==> src/rtl/avalon_peripheral_decoder.sv <==
// ---------------------------------------------------------------------------
// avalon_peripheral_decoder
//
// Avalon-MM slave that splits a 32-bit byte-addressed master port into two
// downstream targets: a 32-byte register window and a 1 KiB memory window.
// Writes are forwarded in the accept cycle and never answered. Reads are
// forwarded in the accept cycle and answered one cycle after the target's
// read-valid. Unmapped reads, and cycles with read and write both asserted,
// get a 0xDEADBEEF error reply. Unmapped writes are silently dropped.
//
// Optional feature (compile-time macro DECODER_TIMEOUT_EN):
//   A 16-bit wait counter aborts a read with the error reply when the target
//   stays silent for TIMEOUT_CYCLES cycles. Without the macro a waiting read
//   lasts until the target answers or reset is asserted.
//
// Ports:
//   clk, reset            rising-edge clock, asynchronous active-high reset
//   avs_*                 Avalon-MM slave side (address, read, write,
//                         writedata, waitrequest, readdata, readdatavalid,
//                         error, irq)
//   reg_*                 register target: read/write strobes, word address
//                         (address[4:2]), write data, read valid/data
//   mem_*                 memory target: read/write strobes, word address
//                         (address[9:2]), write data, read valid/data
//   irq_in                interrupt from the peripheral, re-timed to avs_irq
// ---------------------------------------------------------------------------
module avalon_peripheral_decoder #(
  parameter logic [31:0] REG_BASE       = 32'd0,
  parameter logic [31:0] MEM_BASE       = 32'd1024,
  parameter logic [15:0] TIMEOUT_CYCLES = 16'd1000
) (
  input  logic        clk,
  input  logic        reset,
  // Avalon-MM slave
  input  logic [31:0] avs_address,
  input  logic        avs_read,
  input  logic        avs_write,
  input  logic [31:0] avs_writedata,
  output logic        avs_waitrequest,
  output logic [31:0] avs_readdata,
  output logic        avs_readdatavalid,
  output logic        avs_error,
  // register target
  output logic        reg_read,
  output logic        reg_write,
  output logic [2:0]  reg_address,
  output logic [31:0] reg_data_in,
  input  logic        reg_read_valid,
  input  logic [31:0] reg_data_out,
  // memory target
  output logic        mem_read,
  output logic        mem_write,
  output logic [7:0]  mem_address,
  output logic [31:0] mem_data_in,
  input  logic        mem_read_valid,
  input  logic [31:0] mem_data_out,
  // interrupt
  input  logic        irq_in,
  output logic        avs_irq
);

  localparam logic [31:0] REG_SPAN = 32'd32;
  localparam logic [31:0] MEM_SPAN = 32'd1024;
  localparam logic [31:0] ERR_WORD = 32'hDEAD_BEEF;

  typedef enum logic [1:0] {
    IDLE     = 2'd0,
    REG_WAIT = 2'd1,
    MEM_WAIT = 2'd2,
    ERR_RESP = 2'd3
  } state_e;

  state_e      state_q, state_d;
  logic [31:0] rdata_q, rdata_d;
  logic        rdv_q, rdv_d;
  logic        err_q, err_d;
  logic        irq_q;

  logic [31:0] reg_off, mem_off;
  logic        reg_hit, mem_hit;

  // Window membership by offset: the subtraction wraps for addresses below
  // the base, so a single unsigned compare covers both window edges.
  assign reg_off = avs_address - REG_BASE;
  assign mem_off = avs_address - MEM_BASE;
  assign reg_hit = (reg_off < REG_SPAN);
  assign mem_hit = (mem_off < MEM_SPAN);

  // Address slices and write data go straight through; only the strobes
  // qualify a transfer.
  assign reg_address = avs_address[4:2];
  assign reg_data_in = avs_writedata;
  assign mem_address = avs_address[9:2];
  assign mem_data_in = avs_writedata;

  assign avs_waitrequest   = (state_q != IDLE);
  assign avs_readdata      = rdata_q;
  assign avs_readdatavalid = rdv_q;
  assign avs_error         = err_q;
  assign avs_irq           = irq_q;

`ifdef DECODER_TIMEOUT_EN
  logic [15:0] tmo_q, tmo_d, tmo_inc;
  logic        tmo_hit;

  assign tmo_inc = tmo_q + 16'd1;
  // Fires on the TIMEOUT_CYCLES-th silent wait cycle.
  assign tmo_hit = (tmo_inc == TIMEOUT_CYCLES);
`else
  logic unused_timeout_cfg;
  assign unused_timeout_cfg = ^TIMEOUT_CYCLES;
`endif

  // -------------------------------------------------------------------------
  // Next-state, target strobes and response generation
  // -------------------------------------------------------------------------
  always_comb begin
    state_d   = state_q;
    rdata_d   = rdata_q;
    rdv_d     = 1'b0;
    err_d     = 1'b0;
    reg_read  = 1'b0;
    reg_write = 1'b0;
    mem_read  = 1'b0;
    mem_write = 1'b0;
`ifdef DECODER_TIMEOUT_EN
    tmo_d     = tmo_q;
`endif

    unique case (state_q)
      IDLE: begin
        if (avs_read && avs_write) begin
          // Ambiguous command: nothing reaches the targets.
          state_d = ERR_RESP;
        end else if (avs_read) begin
`ifdef DECODER_TIMEOUT_EN
          tmo_d = 16'd0;
`endif
          if (reg_hit) begin
            reg_read = 1'b1;
            state_d  = REG_WAIT;
          end else if (mem_hit) begin
            mem_read = 1'b1;
            state_d  = MEM_WAIT;
          end else begin
            state_d  = ERR_RESP;
          end
        end else if (avs_write) begin
          // Writes never leave IDLE; unmapped ones simply vanish.
          if (reg_hit) begin
            reg_write = 1'b1;
          end else if (mem_hit) begin
            mem_write = 1'b1;
          end
        end
      end

      REG_WAIT: begin
        // Only the selected target may complete the read.
        if (reg_read_valid) begin
          rdata_d = reg_data_out;
          rdv_d   = 1'b1;
          state_d = IDLE;
        end
`ifdef DECODER_TIMEOUT_EN
        else if (tmo_hit) begin
          state_d = ERR_RESP;
        end else begin
          tmo_d = tmo_inc;
        end
`endif
      end

      MEM_WAIT: begin
        if (mem_read_valid) begin
          rdata_d = mem_data_out;
          rdv_d   = 1'b1;
          state_d = IDLE;
        end
`ifdef DECODER_TIMEOUT_EN
        else if (tmo_hit) begin
          state_d = ERR_RESP;
        end else begin
          tmo_d = tmo_inc;
        end
`endif
      end

      ERR_RESP: begin
        rdata_d = ERR_WORD;
        rdv_d   = 1'b1;
        err_d   = 1'b1;
        state_d = IDLE;
      end

      default: begin
        state_d = IDLE;
      end
    endcase
  end

  // -------------------------------------------------------------------------
  // State and registered response outputs
  // -------------------------------------------------------------------------
  always_ff @(posedge clk or posedge reset) begin
    if (reset) begin
      state_q <= IDLE;
      rdata_q <= 32'd0;
      rdv_q   <= 1'b0;
      err_q   <= 1'b0;
      irq_q   <= 1'b0;
    end else begin
      state_q <= state_d;
      rdata_q <= rdata_d;
      rdv_q   <= rdv_d;
      err_q   <= err_d;
      irq_q   <= irq_in;
    end
  end

`ifdef DECODER_TIMEOUT_EN
  always_ff @(posedge clk or posedge reset) begin
    if (reset) begin
      tmo_q <= 16'd0;
    end else begin
      tmo_q <= tmo_d;
    end
  end
`endif

endmodule
==> config.mk <==
export PLATFORM = sky130hd
export DESIGN_NAME = avalon_peripheral_decoder
export DESIGN_NICKNAME = d
export VERILOG_FILES = /design/src/rtl/avalon_peripheral_decoder.sv
export SDC_FILE = /design/constraint.sdc
export NUM_CORES = 1
export LEC_CHECK = 0
export ABC_AREA = 1
export BUFFER_PORTS_ARGS = -buffer_cell sky130_fd_sc_hd__buf_4
export CORE_AREA = 4 4 127 98
export DETAILED_ROUTE_END_ITERATION = 8
export DIE_AREA = 0 0 131 102
export PLACE_DENSITY_LB_ADDON = 0.12
export SLEW_MARGIN = 20
export SYNTH_ARGS = -nofsm -noshare
export SYNTH_HDL_FRONTEND = slang
export SYNTH_SLANG_ARGS = --single-unit
==> constraint.sdc <==
create_clock -name clk -period 1.55 [get_ports clk]
set_clock_uncertainty 0.15 [all_clocks]
set_input_delay 0.2325 -clock clk [delete_from_list [all_inputs] [get_ports clk]]
set_output_delay 0.2325 -clock clk [all_outputs]
set_load 0.05 [all_outputs]
Word level (Yosys, flattened, before mapping)
Index checks and enable logic that the tools add are counted.
{"block": "totals", "elab_cells": 51, "out_inout_bits": 115, "regBits": 37, "inputBits": 135}
{"block": "classes", "mux": 31, "n_eq_ne": 6, "order_cmp": 2, "addsub": 1, "reduce_logical": 6}
{"operator": "32-bit case mux with 3 select lines", "n": 1}
{"operator": "32-bit two-way mux", "n": 2}
{"operator": "32-bit by 11-bit less-than comparator with 1-bit output (second input constant)", "n": 1}
{"operator": "32-bit by 6-bit less-than comparator with 1-bit output (second input constant)", "n": 1}
{"operator": "32-bit by 11-bit subtractor with 32-bit output (second input constant)", "n": 1}
{"operator": "1-bit two-way mux", "n": 21}
{"operator": "2-bit two-way mux", "n": 5}
{"operator": "2-bit case mux with 4 select lines", "n": 1}
{"operator": "3-bit AND reduction", "n": 2}
{"operator": "2-bit == test (second input constant)", "n": 2}
{"operator": "2-bit inequality test (second input constant)", "n": 2}
{"operator": "3-bit inequality test (second input constant)", "n": 1}
{"operator": "1-bit case mux with 3 select lines", "n": 1}
{"operator": "3-bit nonzero test", "n": 1}
{"operator": "2-bit by 1-bit == test with 1-bit output (second input constant)", "n": 1}
{"operator": "2-bit zero test", "n": 1}
{"operator": "2-bit nonzero test", "n": 1}
{"operator": "1-bit logical AND", "n": 1}

Depth between registers and ports, before layout
{"block": "logic_depth", "depth_word": 8, "depth_mapped": 13, "mapped_depth_nobuf": 13}

Least setup slack after synthesis
OpenSTA, ideal clock, no wires.
{"block": "synth_timing", "kind": "reg-to-output", "start": "reg state_q[1]", "end": "out reg_read", "path_stages_with_launch": 5, "arrival_time_ns": 2.456, "n_path_buf": 1, "path_slack_ns": -1.288, "required_ns": 1.167, "path_cell_list": "dfrtp_1 buf_2 nor2_1 inv_1 nor4_1"}
{"block": "synth_between", "elab_chain_len": 2}
{"item": "from (decl)", "line": "73", "source": "state_e state_q, state_d;"}
{"item": "from (signal assigned)", "line": "213", "source": "state_q <= state_d;"}
{"item": "2-bit zero test", "line": "130", "source": "unique case (state_q)"}
{"item": "1-bit two-way mux", "line": "130"}
{"item": "to (decl)", "line": "44", "source": "output logic reg_read,"}
Every way passes these cells.

Worst setup path in the final report
{"block": "layout_timing", "start": "in avs_address[12]", "end": "out mem_read"}
{"block": "layout_between", "elab_chain_len": 7, "word_cells_on_any_way": 8, "classes_between": "add/sub (1); order compare (2); mux (5)"}
{"item": "from (decl)", "line": "35", "source": "input logic [31:0] avs_address,"}
{"item": "32-bit by 11-bit subtractor with 32-bit output", "line": "85", "source": "assign mem_off = avs_address - MEM_BASE;"}
{"item": "32-bit by 11-bit less-than comparator with 1-bit output", "line": "87", "source": "assign mem_hit = (mem_off < MEM_SPAN);"}
{"item": "1-bit two-way mux", "line": "142", "source": "end else if (mem_hit) begin"}
{"item": "1-bit two-way mux *", "line": "139", "source": "if (reg_hit) begin"}
{"item": "1-bit two-way mux *", "line": "135", "source": "end else if (avs_read) begin"}
{"item": "1-bit two-way mux *", "line": "132", "source": "if (avs_read && avs_write) begin"}
{"item": "1-bit two-way mux *", "line": "130"}
{"item": "to (decl)", "line": "51", "source": "output logic mem_read,"}
Mark *: on every way between the ends. The rest lies on a longest branch, timed or not.

==> flow_summary.ini <==
[outcome]
run_status = complete, but fails checks
violations = negative setup slack

[setup_path]
worstPathMaxFanout = 4
slowest_delay_ns = 0.16
startpoint_type = primary input
r2r_slack_ns = -0.05
cp.required_ns = 1.17
end_kind = output port
crit_chain = buf_6 > nor2_4 > nand2_4 > nor2_4 > nand2_1 > nand2_1 > nand2_1 > nor2_2 > nand3_1 > nor2_2 > nand3_2 > nor2_4 > buf_6
r2r_start = state_q[0]$_DFFE_PP0P_
rr_worst_depth = 8
cpMaxStageDelayCell = nor2_4
worstSetupPathType = in -> out
crit_arrival_ns = 1.62
timing.rr.end = avs_readdata[1]$_DFFE_PP0P_

[floorplanning]
die-width_um = 131
die_area_um2 = 13360
io_pins = 250
fp-row-count = 34
start_util_pct = 24.30
core_area_um2 = 11360
die_h_um = 102

[min_path]
hold_start = mem_read_valid
holdPathEnd = state_q[1]$_DFFE_PP0P_
hp-class = in -> reg
worstHoldPathCells = 2

[synthesis]
syn-num-nets = 509
ys_ff_latch = 37
synth.largest_area_cell = dfrtp_1
synthFlopType = dfrtp_1
ys_top_cells_by_count = 82 x nand2_1, 75 x buf_4, 44 x nor2_1, 37 x dfrtp_1, 27 x o21ai_0
syn_area_um2 = 2760
synth_cells = 374
syn_area_per_cell_um2 = 7.380
synth_top_area_share_pct = 33.54
async_flop_share_pct = 100.0
ys_warn_count = 0
synth_cell_types = 27
post-synth-top-count-cell = nand2_1
seq_area_frac_synth_pct = 33.54
netlist_top_cells_area = dfrtp_1 34%, buf_4 20%, nand2_1 11%, o221ai_1 7.6%, nor2_1 6.0%
synth_edf_count = 0

[global_routing]
track_usage_pct = 13.30
grt_max_degree = 42
grt-ovfl-total = 0
grt_pass1_vias = 2685
grt_pass1_wl_um = 14080
antenna_found_initial = 0

[clocking]
cts_buffers = 5
cts_buffer_depth = 2
htreeDepth = 2
cts-root-buf = clkbuf_16
clock-sinks = 37
tritoncts = done
clock_latency_ns = 0.28
path_clk_slew_ns = 0.05

[placement]
gp_congestion = 0.8421
io_buffers = 142
place_area_um2 = 3700
post-dp-hpwl_um = 7273

[timing]
period_minus_slack_ns = 2.007
rsz0062_at_grt = yes
slew_viol_final = 0
final.setup.tns_ns = -2.467
hold_viol = 0
hold_ws_ns = 0.03253
timing.final.crit_share_pct = 129.5
max_slew_margin_pct = 76.51
max_slew.worst_pin.slew_ns = 0.3523
finalSetupViolations = 30
worst_slack_ns = -0.4572
fmax_mhz = 498.2

[detailed_routing]
firstDrtPassIters = 4
wirelength_um = 10450
viasPerCell = 4.483
vias = 2851
ant_nets = 0
wl_per_cell_um = 16.44
drc_errors = 0
drt_iter0_markers = 60

[finish]
postLayoutCoreUtil_pct = 41.39
syn2layout_area_growth_pct = 70.31
n_antenna_cell = 0
finalNetCount = 627
fill_cells = 1123
stdcell_area_um2 = 4701
drive_gt1_share_pct = 61.18

[pwr]
p_sw_share_pct = 49.84
clkPwrFrac_pct = 11.3
power_frac_comb_pct = 69.1
leakage_nw = 2.185
peakVddDrop_v = 0.0008850
powerDensity_nw_per_um2 = 1897
p_int_mw = 4.473
seq_power_share_pct = 19.6
power.switching_mw = 4.444
fin_total_pwr_mw = 8.916

[run]
cap_violations = 0
-- power groups by stage --
stage | clock network [mW] | logic, mW | registers [mW]
4_1_cts | 1.04 | 4.79 | 1.69
5_1_grt | 1.08 | 6.53 | 1.81
3_5_place_dp | 0 | 4.60 | 1.72
3_3_place_gp | 0 | 4.57 | 1.72
2_1_floorplan | 0 | 1.88 | 3.24
6_report | 1.01 | 6.16 | 1.74
-- registers in the layout, summed over array words and instances (netlist names) --
register and flops:
avs_readdatavalid 1, avs_error 1, avs_irq 1, state_q 2, avs_readdata 32
-- cells in the final DEF (no fill, tap or decap), drive strengths merged, types with 2 or more instances in the layout --
| cell type | count |
|---|---|
| nand2 | 85 |
| o221ai | 24 |
| dlygate4sd3 | 2 |
| a21oi | 3 |
| nand3 | 12 |
| clkbuf | 11 |
| buf | 193 |
| inv | 28 |
| or2 | 2 |
| a31oi | 8 |
| o21ai | 27 |
| nand4 | 3 |
| dfrtp | 37 |
| nor2 | 52 |
-- layout make-up --
| class | instances | area [um2] | area share, % |
|---|---|---|---|
| repair buffers | 199 | 1745 | 37.13 |
| well taps | 144 | 180.2 | 3.833 |
| clock buffers | 7 | 142.6 | 3.034 |
| inverters | 29 | 117.6 | 2.502 |
| flip-flops and latches | 37 | 927.1 | 19.72 |
| multi-input cells | 220 | 1588 | 33.78 |
-- how the worst max path moves through the flow --
stage                                 from       end  slack (ns)  depth (start not counted)
floorplan           state_q[1]$_DFFE_PP0P_  reg_read       -0.25                          4
global placement           avs_address[22]  mem_read       -0.57                         13
detailed placement         avs_address[22]  mem_read       -0.62                         13
CTS                        avs_address[12]  mem_read       -0.46                         13
global route               avs_address[16]  mem_read       -0.54                         13
finish                     avs_address[12]  mem_read       -0.46                         13
-- per-layer routing --
metal | wire [um] | global-route usage [%]
met5 | 0 | 0
met2 | 5009 | 21.80
met4 | 95 | 2.846
met3 | 809 | 4.075
met1 | 4540 | 17.35
-- per-stage QoR --
step / setup slack, ns / std cells
floorplan: -0.2495 / 374
detailed placement: -0.6185 / 603
finish: -0.4572 / 636
global route: -0.5444 / 636
CTS: -0.4617 / 621
global placement: -0.5690 / 603
-- kinds of logic (layout without fill, tap and decap cells) --
| logic type | Yosys count | count (layout) | share of synthesized area [%] |
|---|---|---|---|
| compound gates | 64 | 64 | 15.50 |
| xor+xnor | 1 | 1 | 0.3174 |
| simple gates | 154 | 155 | 24.16 |
| buf+inv | 118 | 235 | 26.47 |
| flops | 37 | 37 | 33.54 |
-- timing repair --
action,4_1_cts,5_1_grt
hold endpoints to repair,38,0
setup buffers,10,9
gates resized for setup,46,92
cloned,0,8
pin swaps,9,27
hold buffers,2,0
endpoints found under the setup margin,31,38
-- worst max-delay path: cells and delay by family --
kind | cells | cell delay, ns
simple gates | 11 | 1.12
buf+inv | 2 | 0.26
Note: power is estimated with default switching activity, not from simulation.
